$ cat config.mk
export PLATFORM = sky130hd
export DESIGN_NAME = fpu_normalizer
export DESIGN_NICKNAME = d
export VERILOG_FILES = /design/src/rtl/fpu_pkg.sv /design/src/rtl/fpu_round.sv /design/src/rtl/fpu_normalizer.sv
export SDC_FILE = /design/constraint.sdc
export NUM_CORES = 1
export LEC_CHECK = 0
export ABC_AREA = 0
export CORE_UTILIZATION = 35
export CTS_BUF_LIST = sky130_fd_sc_hd__clkbuf_16
export CTS_CLUSTER_SIZE = 20
export DETAILED_ROUTE_END_ITERATION = 8
export HOLD_SLACK_MARGIN = 0.02
export SKIP_CTS_REPAIR_TIMING = 1
export SLEW_MARGIN = 20
export SYNTH_ARGS = -nofsm -noshare
export SYNTH_HDL_FRONTEND = slang
export SYNTH_SLANG_ARGS = --single-unit
export TNS_END_PERCENT = 20
$ cat constraint.sdc
create_clock -name clock100KHz -period 6.2 [get_ports clock100KHz]
set_input_delay 1.24 -clock clock100KHz [delete_from_list [all_inputs] [get_ports clock100KHz]]
set_output_delay 1.24 -clock clock100KHz [all_outputs]
set_load 0.005 [all_outputs]
$ cat src/rtl/fpu_pkg.sv
// Shared FPU definitions: packed float layout, status encoding and normalizer states.
package fpu_pkg;

  localparam int EXP_W   = 6;
  localparam int FRAC_W  = 25;
  localparam int EXP_MAX = 62;
  localparam logic [EXP_W-1:0] EXP_OVF = 6'd63;

  localparam int ST_EXACT     = 0;
  localparam int ST_INEXACT   = 1;
  localparam int ST_OVERFLOW  = 2;
  localparam int ST_UNDERFLOW = 3;

  typedef enum logic [1:0] {
    S_IDLE  = 2'd0,
    S_NORM  = 2'd1,
    S_ROUND = 2'd2,
    S_PACK  = 2'd3
  } norm_state_e;

  typedef struct packed {
    logic              sign;
    logic [EXP_W-1:0]  exp;
    logic [FRAC_W-1:0] frac;
  } fpu_word_t;

  function automatic logic [3:0] status_onehot(input logic [1:0] idx);
    return 4'b0001 << idx;
  endfunction

endpackage

$ cat src/rtl/fpu_round.sv
// Round-to-nearest-even on a normalized mantissa {carry, hidden, frac[24:0], guard}.
module fpu_round
  import fpu_pkg::*;
(
  input  logic [27:0] m_i,
  input  logic        st_i,
  output logic [27:0] m_o,
  output logic        carry_o,
  output logic        inexact_o
);

  logic        inc;
  logic [26:0] sum;

  assign inc       = m_i[0] & (st_i | m_i[1]);
  assign sum       = m_i[27:1] + {26'd0, inc};
  // m[27] is always clear on entry, so sum[26] set means the round carried out
  assign carry_o   = sum[26];
  assign inexact_o = m_i[0] | st_i;
  assign m_o       = carry_o ? {1'b0, sum} : {sum, m_i[0]};

endmodule

$ cat src/rtl/fpu_normalizer.sv
// Post-adder normalize (one bit per cycle), round-to-nearest-even and pack stage.
module fpu_normalizer
  import fpu_pkg::*;
(
  input  logic        clock100KHz,
  input  logic        reset,
  input  logic        start,
  input  logic        sign_in,
  input  logic [7:0]  exp_in,
  input  logic [27:0] mant_in,
  input  logic        sticky_in,
  output logic        busy,
  output logic        done,
  output logic [31:0] data_out,
  output logic [3:0]  status_out
);

  norm_state_e state_q;
  logic [27:0] m_q;
  logic [7:0]  e_q;
  logic        s_q, st_q;
  logic        zero_q, uf_q, inx_q;
  logic        done_q;
  logic [31:0] data_q;
  logic [3:0]  status_q;

  logic [27:0] rnd_m;
  logic        rnd_carry, rnd_inexact;
  fpu_word_t   word;

  fpu_round u_round (
    .m_i      (m_q),
    .st_i     (st_q),
    .m_o      (rnd_m),
    .carry_o  (rnd_carry),
    .inexact_o(rnd_inexact)
  );

  always_comb begin
    word.sign = s_q;
    word.exp  = e_q[EXP_W-1:0];
    word.frac = m_q[25:1];
  end

  always_ff @(posedge clock100KHz) begin
    if (reset) begin
      state_q  <= S_IDLE;
      done_q   <= 1'b0;
      data_q   <= 32'd0;
      status_q <= 4'd0;
    end else begin
      done_q <= 1'b0;
      case (state_q)
        S_IDLE: begin
          if (start) begin
            m_q     <= mant_in;
            e_q     <= exp_in;
            s_q     <= sign_in;
            st_q    <= sticky_in;
            zero_q  <= 1'b0;
            uf_q    <= 1'b0;
            inx_q   <= 1'b0;
            state_q <= S_NORM;
          end
        end
        S_NORM: begin
          if (m_q == 28'd0) begin
            zero_q  <= 1'b1;
            state_q <= S_PACK;
          end else if (m_q[27]) begin
            m_q     <= {1'b0, m_q[27:1]};
            e_q     <= e_q + 8'd1;
            st_q    <= st_q | m_q[0];
            state_q <= S_ROUND;
          end else if (m_q[26]) begin
            state_q <= S_ROUND;
          end else if (e_q <= 8'd1) begin
            uf_q    <= 1'b1;
            state_q <= S_PACK;
          end else begin
            m_q <= {m_q[26:0], 1'b0};
            e_q <= e_q - 8'd1;
          end
        end
        S_ROUND: begin
          m_q     <= rnd_m;
          inx_q   <= rnd_inexact;
          if (rnd_carry) e_q <= e_q + 8'd1;
          state_q <= S_PACK;
        end
        S_PACK: begin
          if (zero_q) begin
            data_q   <= {s_q, 31'd0};
            status_q <= status_onehot(2'(ST_EXACT));
          end else if (uf_q) begin
            data_q   <= {s_q, 31'd0};
            status_q <= status_onehot(2'(ST_UNDERFLOW));
          end else if (e_q > 8'(EXP_MAX)) begin
            data_q   <= {s_q, EXP_OVF, {FRAC_W{1'b0}}};
            status_q <= status_onehot(2'(ST_OVERFLOW));
          end else begin
            data_q   <= word;
            status_q <= inx_q ? status_onehot(2'(ST_INEXACT))
                              : status_onehot(2'(ST_EXACT));
          end
          done_q  <= 1'b1;
          state_q <= S_IDLE;
        end
        default: state_q <= S_IDLE;
      endcase
    end
  end

  assign busy       = (state_q != S_IDLE);
  assign done       = done_q;
  assign data_out   = data_q;
  assign status_out = status_q;

endmodule
==> results of run 1 <==
[final cells by class]
class	instances	area (um^2)	share of cell area
clock buffers	9	225	0.0364
clock inverters	7	62.6	0.0101
inverters	22	82.6	0.0133
multi-input cells	419	2740	0.442
flip-flops and latches	80	2010	0.325
well taps	180	225	0.0364
repair buffers	86	848	0.137
[stage by stage]
step                instances  power [W]  hold WS, ns
finish                    803    0.00300        0.461
global placement          786    0.00243        0.451
CTS                       802    0.00299        0.465
floorplan                 577    0.00210        0.439
detailed placement        786    0.00246        0.452
global route              803    0.00321        0.494
[tightest hold or removal path, stage by stage (launching register included)]
cell	delay, ns
dfxtp_1	0.32
nand2_1	0.05
o21ai_0	0.06
[sequential cells by signal (all words and copies together) (netlist names)]
| register | cells |
|---|---|
| data_out | 32 |
| status_out | 4 |
| inx_q | 1 |
| zero_q | 1 |
| done | 1 |
| e_q | 8 |
| m_q | 28 |
| uf_q | 1 |
| s_q | 1 |
| st_q | 1 |
| state_q | 2 |
[where the power goes]
part | leakage [nW] | switching [W] | total [W] | internal [W]
sequential | 0.703 | 0.000308 | 0.00111 | 0.000806
combinational | 1.33 | 0.000813 | 0.00136 | 0.000552
clock | 0.148 | 0.000218 | 0.000526 | 0.000308
total | 2.18 | 0.00134 | 0.00300 | 0.00167
[logic make-up (layout without fill, tap and decap cells)]
| kind of cell | after synthesis | after routing | share of synthesized area |
|---|---|---|---|
| compound gates | 159 | 159 | 0.231 |
| xor+xnor | 27 | 27 | 0.0463 |
| fa+ha+maj | 9 | 9 | 0.0220 |
| buf+inv | 78 | 124 | 0.0727 |
| flops | 80 | 80 | 0.394 |
| mux | 13 | 13 | 0.0279 |
| simple gates | 211 | 211 | 0.207 |
[metal layers]
| metal | global-route usage | part of all wire | vias to the layer above |
|---|---|---|---|
| met5 | 0 | 0 | - |
| met4 | 0.0785 | 0.014 | 0 |
| met3 | 0.0316 | 0.068 | 21 |
| met2 | 0.313 | 0.43 | 191 |
| met1 | 0.294 | 0.49 | 2289 |
| li1 | - | - | 2229 |
[worst max-delay path by stage]
stage                     slack, ns      end  depth (start not counted)   start
final                          2.81   m_q[7]                          8  m_q[1]
after floorplan                2.83  m_q[10]                          5   reset
after CTS                      2.88   m_q[7]                          8  m_q[1]
after detailed placement       2.90   m_q[7]                          8  m_q[1]
after global routing           2.65   m_q[7]                          8  m_q[1]
after global placement         2.99  m_q[13]                          6   reset
[cell usage in the layout (no fill, tap or decap), types with 11 or more instances in the layout]
cell type and n:
nor4_1 15, edfxtp_1 41, a21oi_1 20, nand2_1 49, nand3_1 21, a22o_1 26
xnor2_1 14, inv_1 22, dfxtp_1 39, o21ai_0 25, nor2_1 64, xor2_1 13
clkdlybuf4s50_1 78, a221oi_1 19, nand4_1 11
[synth_stat cells, drive strengths merged, types with 2 or more instances]
library cell,n,area [um^2]
nor2,68,260
nand2,51,196
edfxtp,41,1230
dfxtp,39,781
clkbuf,31,120
a22o,26,228
buf,25,169
o21ai,25,125
nand3,22,115
inv,21,78.8
a21oi,20,100
a221oi,19,166
nor4,16,115
xnor2,14,123
nand4,13,93.8
xor2,13,114
nor3,11,71.3
ha,9,113
o22ai,8,50.1
mux2,7,82.6
o31ai,7,52.6
a31oi,6,37.5
mux2i,6,60.1
nand2b,6,37.5
a211oi,5,37.5
a221o,5,52.6
and3,5,32.5
a22oi,4,30.0
and2,4,25.0
o2bb2ai,4,35.0
or2,4,25.0
a211o,3,26.3
a21o,3,22.5
nor2b,3,18.8
o211ai,3,22.5
o311ai,3,26.3
o32a,3,30.0
or3,3,18.8
a41oi,2,17.5
nand3b,2,15.0
o221ai,2,17.5
or4,2,18.8
==> flow_metrics.tcl, run 1 <==
set metrics [dict create \
    outcome "complete, no violations" \
    synthesis.nets 627 \
    pin_count 79 \
    min_path_cells 2 \
    drt_pass1_iterations 5 \
    postLayoutCoreUtil 0.441 \
    crit_path_start_kind "register" \
    drtAntennaViolNets 0 \
    max-cap-violations 0 \
    finalMaxSlewViolations 0 \
    cp.arrival_ns 3.48 \
    critPathRequiredTime_ns 6.29 \
    synth_seq_area_share 0.394 \
    numCtsBuffers 9 \
    syn_avg_cell_area_um2 8.86 \
    r2r_cells 8 \
    cp_num_buf_inv 0 \
    io_buffers 78 \
    finClkSkew_ns 0.00731 \
    syn-cell-area_um2 5110 \
    cts_root_buf "clkbuf_16" \
    rsz0062_at_grt "no" \
    hold_class "reg -> reg" \
    setup_viol 0 \
    die_area_um2 15100 \
    hold-path-endpoint "data_out[29]" \
    via_per_inst 5.89 \
    syn2layout_area_growth_pct 21.2 \
    yosysWarnings 0 \
    synth-edff-count 41 \
    drive_above_1_share 0.0803 \
    final.setup.tns_ns 0 \
    grt_first_pass_wirelength_mm 24.0 \
    synthCells 577 \
    reg2reg_slack_ns 2.81 \
    die_w_um 123 \
    leakage_nw 2.18 \
    die_h_um 123 \
    finalInstanceArea_um2 6190 \
    power_density_nw_per_um2 485 \
    start_util 0.364 \
    h-tree-depth 3 \
    drt-total-wl_mm 14.9 \
    grt_pass1_vias 4585 \
    crit_path_cell_trace "and2_1, ha_1, nand3_2, nor4_4, a21o_1, and2_1, nor2_1, o32a_1" \
    tightest_slew_ns 0.874 \
    dr.first_iter.drc_count 541 \
    vias 4730 \
    layout_worst_path_cycle_share 0.546 \
    worst_path_largest_cell_delay_ns 0.72 \
    ys.flop_type "edfxtp_1" \
    fp.coreArea_um2 14000 \
    max-clock-path-buffers 2 \
    gr-total-overflow 0 \
    path_max_fanout 17 \
    final.min_clock_period_ns 3.39 \
    relSlewSlack 0.416 \
    critical_path_class "reg -> reg" \
    crit_top_cell "and2_1" \
    hold_viol 0 \
    drcViolationCount 0 \
    place_area_um2 5890 \
    worstSkewPairLatency_ns 0.35 \
    layout_setup_ws_ns 2.81 \
    crit_family "simple AND/OR/NAND/NOR gates" \
    async_flop_share 0 \
    fmax_mhz 295 \
    nFillCells 1347 \
    clock-sinks 80 \
    gp_congestion 0.894 \
    ir_drop_uv 292 \
    r2r-end "m_q[7]" \
    synth_seq_cells 80 \
    dp_hpwl_mm 10.3 \
    crit_path_end_kind "register" \
    reg2reg_from "m_q[1]" \
    place_ws_ns 2.90 \
    clk_pin_slew_worst_paths_ns 0.06 \
    hp-start "data_out[29]" \
    cts_tree "done" \
    wl_per_cell_um 18.6 \
    antenna_cells 0 \
    yosysUniqueCellTypes 72 \
    slowest_stage "and2_1" \
    rows 43 \
    antenna_found_initial 0 \
    grt_start_max_net_pins 48 \
    nets 668 \
    grt.total_usage 0.207 \
]
(Power assumes the default switching activity.)
==> run 2: changes to the inputs <==
- clock period: 6.2 -> 3.38 ns (I/O delays scaled with it)
==> run 2 against run 1 <==
Net effect:
- sequential power rose by 72%
- worst hold slack got worse by 0.0070 ns
- clock skew barely moved
- highest routed layer unchanged
==> flow_metrics.tcl, run 2 (synthesis gave the netlist of run 1 again) <==
set metrics [dict create \
    outcome "complete, no violations" \
    setup_viol 0 \
    max-clock-path-buffers 2 \
    reg2reg_slack_ns 0.28 \
    worstSkewPairLatency_ns 0.35 \
    pin_count 79 \
    fp.coreArea_um2 14000 \
    drtAntennaViolNets 0 \
    hold_class "reg -> reg" \
    h-tree-depth 3 \
    dp.cells 806 \
    drt-total-wl_mm 15.5 \
    via_per_inst 5.76 \
    final.min_clock_period_ns 3.10 \
    io_buffers 78 \
    ir_drop_uv 408 \
    fin_cells 821 \
    grt.total_usage 0.216 \
    critical_path_class "reg -> reg" \
    drcViolationCount 0 \
    r2r-end "m_q[10]" \
    critPathRequiredTime_ns 3.48 \
    antenna_cells 0 \
    final.setup.tns_ns 0 \
    cts_root_buf "clkbuf_16" \
    layout_common_cells "clkdlybuf4s50_1 (78), nor2_1 (64), nand2_1 (49), edfxtp_1 (41), dfxtp_1 (39)" \
    relSlewSlack 0.331 \
    vias 4726 \
    max-cap-violations 0 \
    tightest_slew_ns 1.00 \
    grt_start_max_net_pins 48 \
    path_max_fanout 14 \
    place_ws_ns 0.342 \
    worst_path_largest_cell_delay_ns 0.46 \
    antenna_found_initial 0 \
    dr.first_iter.drc_count 530 \
    largest_reg_flops 32 \
    clk_pin_slew_worst_paths_ns 0.06 \
    syn2layout_area_growth_pct 24.0 \
    crit_path_start_kind "register" \
    wl_per_cell_um 18.9 \
    leakage_nw 2.27 \
    dp_hpwl_mm 11.1 \
    setup.worst_path.start "m_q[1]" \
    gr-total-overflow 0 \
    hold_viol 0 \
    clock-sinks 80 \
    die_h_um 123 \
    layout_commonest_cell "clkdlybuf4s50_1" \
    reg2reg_from "m_q[1]" \
    cts_tree "done" \
    grt_pass1_vias 4610 \
    rsz0062_at_grt "no" \
    slowest_stage "edfxtp_1" \
    crit_path_end_kind "register" \
    die_w_um 123 \
    gp_congestion 0.896 \
    crit_path_end "m_q[10]" \
    fmax_mhz 322 \
    drt_pass1_iterations 5 \
    finalMaxSlewViolations 0 \
    layout_setup_ws_ns 0.276 \
    power_density_nw_per_um2 895 \
    numCtsBuffers 9 \
    power_w 0.00567 \
    cp.arrival_ns 3.20 \
    nets 687 \
    die_area_um2 15100 \
    layout_worst_path_cycle_share 0.918 \
    start_util 0.364 \
    r2r_cells 8 \
    rows 43 \
    grt_first_pass_wirelength_mm 24.8 \
    finClkSkew_ns 0.00719 \
    drive_above_1_share 0.108 \
    crit_path_cell_trace "and2_1, ha_1, nand3_2, nor4_4, a21o_1, nand2_2, and3_1, o32a_1" \
]
run 2: metrics by stage:
stage	util	hold slack (ns)	instance area (um^2)
finish	0.451	0.454	6340
CTS	0.451	0.460	6340
global placement	0.430	0.447	6030
global route	0.451	0.483	6340
detailed placement	0.430	0.447	6030
floorplan	-	0.439	5110
run 2: how the worst min path moves through the flow:
stage	startpoint	to	slack, ns	cells past startpoint
6_report	data_out[28]	data_out[28]	0.45	2
5_1_grt	data_out[29]	data_out[29]	0.48	2
2_1_floorplan	status_out[0]	status_out[0]	0.44	2
3_3_place_gp	data_out[27]	data_out[27]	0.45	2
4_1_cts	data_out[28]	data_out[28]	0.46	2
3_5_place_dp	data_out[28]	data_out[28]	0.45	2
run 2: cell type report:
cell class	instances	area (um^2)
well taps	180	225
multi-input cells	419	2730
fillers	1334	7700
flip-flops and latches	80	2010
clock buffers	10	250
clock inverters	5	53.8
inverters	22	82.6
repair buffers	105	983
run 2: routing by layer:
layer,routed length [um],track usage,vias up
li1,-,-,2269
met1,7570,0.311,2274
met2,6770,0.323,167
met3,926,0.0297,16
met4,234,0.0823,0
met5,0,0,-
run 2: power breakdown:
group | total, W | switching (W) | internal [W]
Sequential | 0.00191 | 0.000440 | 0.00147
Combinational | 0.00275 | 0.00165 | 0.00110
Clock | 0.00101 | 0.000402 | 0.000610
run 2: worst max-delay path: cells and delay by family, from the launching register on:
kind | cells | cell delay (ns)
simple gates | 5 | 1.48
compound gates | 2 | 0.71
flops | 1 | 0.46
fa+ha+maj | 1 | 0.19
==> run 3: changes to the inputs <==
- SKIP_LAST_GASP: not set -> 1
==> results of run 3 <==
No change in the layout: final DEF, timing and power equal those of run 2.
